<file path="src/rtl/systolic_result_serializer.sv">
// systolic_result_serializer
// Queues IN_W-bit result words from the systolic array in a DEPTH-entry FIFO and
// streams each word as IN_W/OUT_W beats over a ready/valid interface, with beat
// index, last-beat flag and a one-cycle frame_done pulse per word.
// Build option: define SER_MSB_FIRST_EN to emit the most significant beat first;
// by default beat 0 is the least significant OUT_W bits of the word.
module systolic_result_serializer #(
    parameter int IN_W  = 512,
    parameter int OUT_W = 64,
    parameter int DEPTH = 2,
    localparam int BEATS  = IN_W / OUT_W,
    localparam int BEAT_W = $clog2(BEATS),
    localparam int CNT_W  = $clog2(DEPTH + 1),
    localparam int PTR_W  = (DEPTH > 1) ? $clog2(DEPTH) : 1
) (
    input  logic              clk,
    input  logic              reset,
    input  logic              in_valid,
    output logic              in_ready,
    input  logic [IN_W-1:0]   in_data,
    output logic              out_valid,
    input  logic              out_ready,
    output logic [OUT_W-1:0]  out_data,
    output logic              out_last,
    output logic [BEAT_W-1:0] out_beat,
    output logic              frame_done,
    output logic [CNT_W-1:0]  fifo_count
);

    typedef enum logic {
        IDLE = 1'b0,   // shifter empty
        SEND = 1'b1    // shifter holds a word being streamed
    } state_t;

    state_t             state_q, state_d;
    logic [IN_W-1:0]    mem_q [DEPTH];
    logic [PTR_W-1:0]   wr_ptr_q, wr_ptr_d;
    logic [PTR_W-1:0]   rd_ptr_q, rd_ptr_d;
    logic [CNT_W-1:0]   count_q, count_d;
    logic [IN_W-1:0]    shift_q, shift_d;
    logic [BEAT_W-1:0]  beat_q, beat_d;
    logic               frame_done_q, frame_done_d;

    logic push;
    logic pop;
    logic beat_hs;
    logic last_hs;
    logic fifo_nempty;

    // Pointer advance that wraps modulo DEPTH (also correct for non-power-of-two).
    function automatic logic [PTR_W-1:0] ptr_inc(input logic [PTR_W-1:0] p);
        if (p == PTR_W'(DEPTH - 1)) begin
            return '0;
        end
        return p + PTR_W'(1);
    endfunction

    // Move the next beat into the output window of the shifter; vacated bits fill with zero.
    function automatic logic [IN_W-1:0] shift_next(input logic [IN_W-1:0] s);
`ifdef SER_MSB_FIRST_EN
        return s << OUT_W;
`else
        return s >> OUT_W;
`endif
    endfunction

    // Handshake qualifiers; in_ready uses only the registered count, so a same-cycle pop
    // never lets a word write through a full FIFO.
    always_comb begin
        fifo_nempty = (count_q != '0);
        in_ready    = !reset && (count_q < CNT_W'(DEPTH));
        push        = in_valid && in_ready;
        beat_hs     = (state_q == SEND) && out_ready;
        last_hs     = beat_hs && (beat_q == BEAT_W'(BEATS - 1));
    end

    // Serializer FSM: loads the FIFO head into the shifter and steps through the beats,
    // reloading on the last-beat handshake so consecutive words stream without a bubble.
    always_comb begin
        state_d      = state_q;
        pop          = 1'b0;
        shift_d      = shift_q;
        beat_d       = beat_q;
        frame_done_d = 1'b0;
        case (state_q)
            IDLE: begin
                if (fifo_nempty) begin
                    pop     = 1'b1;
                    shift_d = mem_q[rd_ptr_q];
                    beat_d  = '0;
                    state_d = SEND;
                end
            end
            SEND: begin
                if (last_hs) begin
                    frame_done_d = 1'b1;
                    beat_d       = '0;
                    if (fifo_nempty) begin
                        pop     = 1'b1;
                        shift_d = mem_q[rd_ptr_q];
                    end else begin
                        shift_d = shift_next(shift_q);
                        state_d = IDLE;
                    end
                end else if (beat_hs) begin
                    beat_d  = beat_q + BEAT_W'(1);
                    shift_d = shift_next(shift_q);
                end
            end
            default: begin
                state_d = IDLE;
            end
        endcase
    end

    // FIFO pointer and occupancy next-state; push and pop together leave the count unchanged.
    always_comb begin
        wr_ptr_d = push ? ptr_inc(wr_ptr_q) : wr_ptr_q;
        rd_ptr_d = pop  ? ptr_inc(rd_ptr_q) : rd_ptr_q;
        count_d  = count_q;
        case ({push, pop})
            2'b10:   count_d = count_q + CNT_W'(1);
            2'b01:   count_d = count_q - CNT_W'(1);
            default: count_d = count_q;
        endcase
    end

    // FIFO storage; contents need no reset because the pointers and count define validity.
    always_ff @(posedge clk) begin
        if (push) begin
            mem_q[wr_ptr_q] <= in_data;
        end
    end

    // State, pointers, shifter and beat counter; reset drops all queued and partial data.
    always_ff @(posedge clk) begin
        if (reset) begin
            state_q      <= IDLE;
            wr_ptr_q     <= '0;
            rd_ptr_q     <= '0;
            count_q      <= '0;
            shift_q      <= '0;
            beat_q       <= '0;
            frame_done_q <= 1'b0;
        end else begin
            state_q      <= state_d;
            wr_ptr_q     <= wr_ptr_d;
            rd_ptr_q     <= rd_ptr_d;
            count_q      <= count_d;
            shift_q      <= shift_d;
            beat_q       <= beat_d;
            frame_done_q <= frame_done_d;
        end
    end

    // Output mapping; the beat window is fixed so data holds while the sink stalls.
    always_comb begin
        out_valid  = (state_q == SEND);
`ifdef SER_MSB_FIRST_EN
        out_data   = shift_q[IN_W-1 -: OUT_W];
`else
        out_data   = shift_q[OUT_W-1:0];
`endif
        out_beat   = beat_q;
        out_last   = (beat_q == BEAT_W'(BEATS - 1));
        frame_done = frame_done_q;
        fifo_count = count_q;
    end

endmodule

</file>
<file path="config.mk">
export PLATFORM = sky130hd
export DESIGN_NAME = systolic_result_serializer
export DESIGN_NICKNAME = d
export VERILOG_FILES = /design/src/rtl/systolic_result_serializer.sv
export SDC_FILE = /design/constraint.sdc
export NUM_CORES = 2
export LEC_CHECK = 0
export ABC_CLOCK_PERIOD_IN_PS = 23100
export BUFFER_PORTS_ARGS = -buffer_cell sky130_fd_sc_hd__buf_2
export CORE_MARGIN = 1
export CORE_UTILIZATION = 53
export CTS_CLUSTER_DIAMETER = 200
export DETAILED_ROUTE_END_ITERATION = 12
export GPL_TIMING_DRIVEN = 0
export PLACE_DENSITY = 0.76
export REMOVE_ABC_BUFFERS = 1
export SETUP_SLACK_MARGIN = 0.5
export SLEW_MARGIN = 30
export SYNTH_ARGS = -nofsm -noshare
export SYNTH_HDL_FRONTEND = slang
export SYNTH_SLANG_ARGS = --single-unit
</file>
<file path="constraint.sdc">
create_clock -name clk -period 23.1 [get_ports clk]
set_input_delay 2.31 -clock clk [delete_from_list [all_inputs] [get_ports clk]]
set_output_delay 2.31 -clock clk [all_outputs]
set_load 0.02 [all_outputs]
</file>
==> flow_metrics.py <==
metrics = {
    "global_route": {
        "grt_max_degree": 141,
        "antenna_found_initial": 104,
        "grt_pass1_wl_mm": 209,
        "grt_pass1_vias": 36800,
        "grt_overflow": 0,
        "grt_usage_pct": 23.7,
    },
    "finish": {
        "multiInputGateArea_um2": 16000,
        "syn_to_final_growth_pct": 18.6,
        "final_area_um2": 70400,
        "final_cell_mix": "edfxtp_1 (1,024), buf_2 (587), dfxtp_1 (521)",
        "final_util_pct": 63.5,
        "drive_above_1_share_pct": 22.2,
        "final_common_cell": "edfxtp_1",
        "regArea_um2": 41200,
        "fillers": 8069,
        "final_nets": 5045,
    },
    "cts": {
        "path_clk_slew_ns": 0.06,
        "cts-root-buf": "clkbuf_16",
        "postCtsHoldBufs": 0,
        "cts_sinks": 1546,
        "cts_tree": "done",
        "postCtsSetupBuffers": 0,
        "htreeDepth": 4,
        "worstSkewPairLatency_ns": 0.76,
        "numCtsBuffers": 154,
        "cts_buffer_depth": 3,
        "cts_resized": 0,
    },
    "worst_setup_path": {
        "r2r_slack_ns": 19.81,
        "critPathKind": "in -> out",
        "crit_arrival_ns": 3.36,
        "critical_path_peak_fanout": 53,
        "r2r_end": "shift_q[101]$_SDFFE_PP0P_",
        "cp-start-kind": "input port",
        "cp.required_ns": 20.79,
        "worst_setup_path_end_kind": "primary output",
        "r2r-start": "out_valid$_SDFF_PP0_",
        "reg2regPathDepth": 14,
    },
    "logic_synthesis": {
        "muxShareOfSynthArea_pct": 8.78,
        "synth_seq_cells": 1546,
        "synthCells": 4091,
        "yosysTopAreaCellShare_pct": 51.9,
        "synthAdderAreaFrac_pct": 0.0633,
        "synth_area_leaders": "edfxtp_1 (52%), dfxtp_1 (18%), a32o_1 (7.6%), mux2i_1 (7.6%), or3_1 (4.8%)",
        "ys_seq_area_share_pct": 69.5,
        "synth-xor-area-share_pct": 0.0443,
        "yosysWarnings": 0,
        "syn_avg_cell_area_um2": 14.5,
        "synth_cell_types": 32,
        "synth_compound_area_share_pct": 12.6,
        "netlist_area_um2": 59300,
        "yosys.area_share.simple_pct": 5.47,
        "synth_top_family_by_area": "compound AO/OA/AOI/OAI gates",
        "synth_top_area_cell": "edfxtp_1",
    },
    "outcome": {
        "run_status": "finished clean",
    },
    "detailed_routing": {
        "wl_per_cell_um": 22.2,
        "routed_via_density": 5.98,
        "drc": 0,
        "wl_mm": 138,
        "antenna_violating_nets_post_route": 0,
        "firstDrtPassIters": 7,
        "drtIter0Drc": 2846,
        "num_vias": 37100,
    },
    "power": {
        "switching_share_pct": 31.0,
        "leakagePower_nw": 23.9,
        "p_per_area_nw_per_um2": 131,
        "pwr-share-seq_pct": 41.9,
        "p_comb_share_pct": 30.9,
        "peakVddDrop_v": 0.0000848,
        "clkPwrFrac_pct": 27.3,
        "p_int_w": 0.00635,
        "p_switching_w": 0.00285,
    },
    "sta": {
        "max_freq_mhz": 176,
        "hold_violations": 0,
        "grt_setup_unrepaired": "false",
        "slew_viol_final": 0,
        "tightest_slew_ns": 0.640,
        "finalCritPeriodShare_pct": 24.5,
        "fin_skew_ns": 0.0349,
        "slew-limit-headroom_pct": 57.2,
        "fin_crit_ns": 5.67,
        "setup_violations": 0,
    },
    "placement": {
        "gp_congestion": 0.756,
        "port_buffers": 588,
        "place_area_um2": 65000,
        "hpwlAfterDp_mm": 87.1,
    },
    "floorplanning": {
        "dieHeight_um": 336,
        "io-pin-count": 589,
        "rows": 122,
        "chipWidth_um": 336,
        "core_area_um2": 111000,
        "start_util_pct": 53.5,
        "die-area_um2": 113000,
    },
    "worst_hold_path": {
        "hold_depth": 1,
        "hold_class": "reg -> reg",
        "holdPathEnd": "shift_q[107]$_SDFFE_PP0P_",
        "hp-start": "shift_q[107]$_SDFFE_PP0P_",
    },
    "run": {
        "maxCapViolCount": 0,
    },
}
-- power groups by stage --
stage                     clock network (W)  registers (W)  logic, W
after floorplan                           0        0.00423   0.00254
after global placement                    0        0.00438   0.00385
after detailed placement                  0        0.00390   0.00283
after CTS                           0.00255        0.00385   0.00286
after global routing                0.00266        0.00391   0.00307
final                               0.00251        0.00385   0.00284
-- cell usage after synthesis, drive strengths merged --
cell type,number
edfxtp,1024
xnor2,2
a21oi,71
a21bo,1
nor3,2
nor2,6
o21ai,517
inv,1
mux2i,448
nor3b,1
a21boi,1
o21ba,1
and3,1
o211a,1
xor2,1
a32o,448
nand3,65
ha,3
dfxtp,522
mux2,64
or3,451
clkbuf,254
nor2b,1
nand2,2
and2b,1
nand4b,1
or2,1
buf,200
-- area by class of cell --
cell class                      instances  share of cell area [%]
Timing Repair Buffer                  733                    8.45
Clock inverter                         62                    1.06
Sequential cell                      1546                    58.6
Multi-Input combinational cell       2090                    22.8
Inverter                                1                  0.0160
Antenna cell                           61                   0.217
Clock buffer                          226                    6.27
Tap cell                             1488                    2.65
-- cell families after synthesis --
kind of cell / after synthesis
xor gates and xnor gates: 3
adders and majority gates: 3
buffers and inverters: 455
and+or+nand+nor: 532
muxes: 512
AOI/OAI and AO/OA: 1040
DFF: 1546
-- critical path: stages --
cell,delay [ns]
buf_6,0.28
buf_16,0.29
nor2_1,0.13
buf_2,0.21
-- sequential cells by signal (all words and copies together), names as in the netlist, named ones only --
| signal | count |
|---|---|
| shift_q | 512 |
| rd_ptr_q | 1 |
| frame_done | 1 |
| fifo_count | 2 |
| mem_q | 1024 |
| out_beat | 3 |
| wr_ptr_q | 1 |
| out_valid | 1 |
-- how the worst max path moves through the flow --
stage,from,endpoint,cells after the start
final,reset,in_ready,4
after global placement,reset,mem_q[0][12]$_DFFE_PP_,4
after detailed placement,reset,in_ready,4
after floorplan,reset,mem_q[0][0]$_DFFE_PP_,3
after CTS,reset,in_ready,4
after global routing,reset,in_ready,4
-- routing by layer --
layer	share of wire [%]	wire length, um	track usage, %	vias up
met5	0.39	537	0	-
met4	3.1	4240	10.2	84
met3	6.8	9460	6.98	302
met2	51	69800	39.7	1018
met1	39	54100	28.6	18600
li1	-	-	-	17100
-- through the flow --
step	worst slack, ns	setup TNS, ns	total power (W)	hold WS (ns)	cells
floorplan	-2.27	-1163.68	0.00677	0.435	3637
global placement	-17.95	-	0.00823	0.439	5713
detailed placement	17.47	0	0.00673	0.447	5858
CTS	17.46	0	0.00925	0.460	6146
global route	17.40	0	0.00964	0.467	6197
finish	17.43	0	0.00920	0.456	6207
No activity file was read; power rests on OpenSTA's default activity.
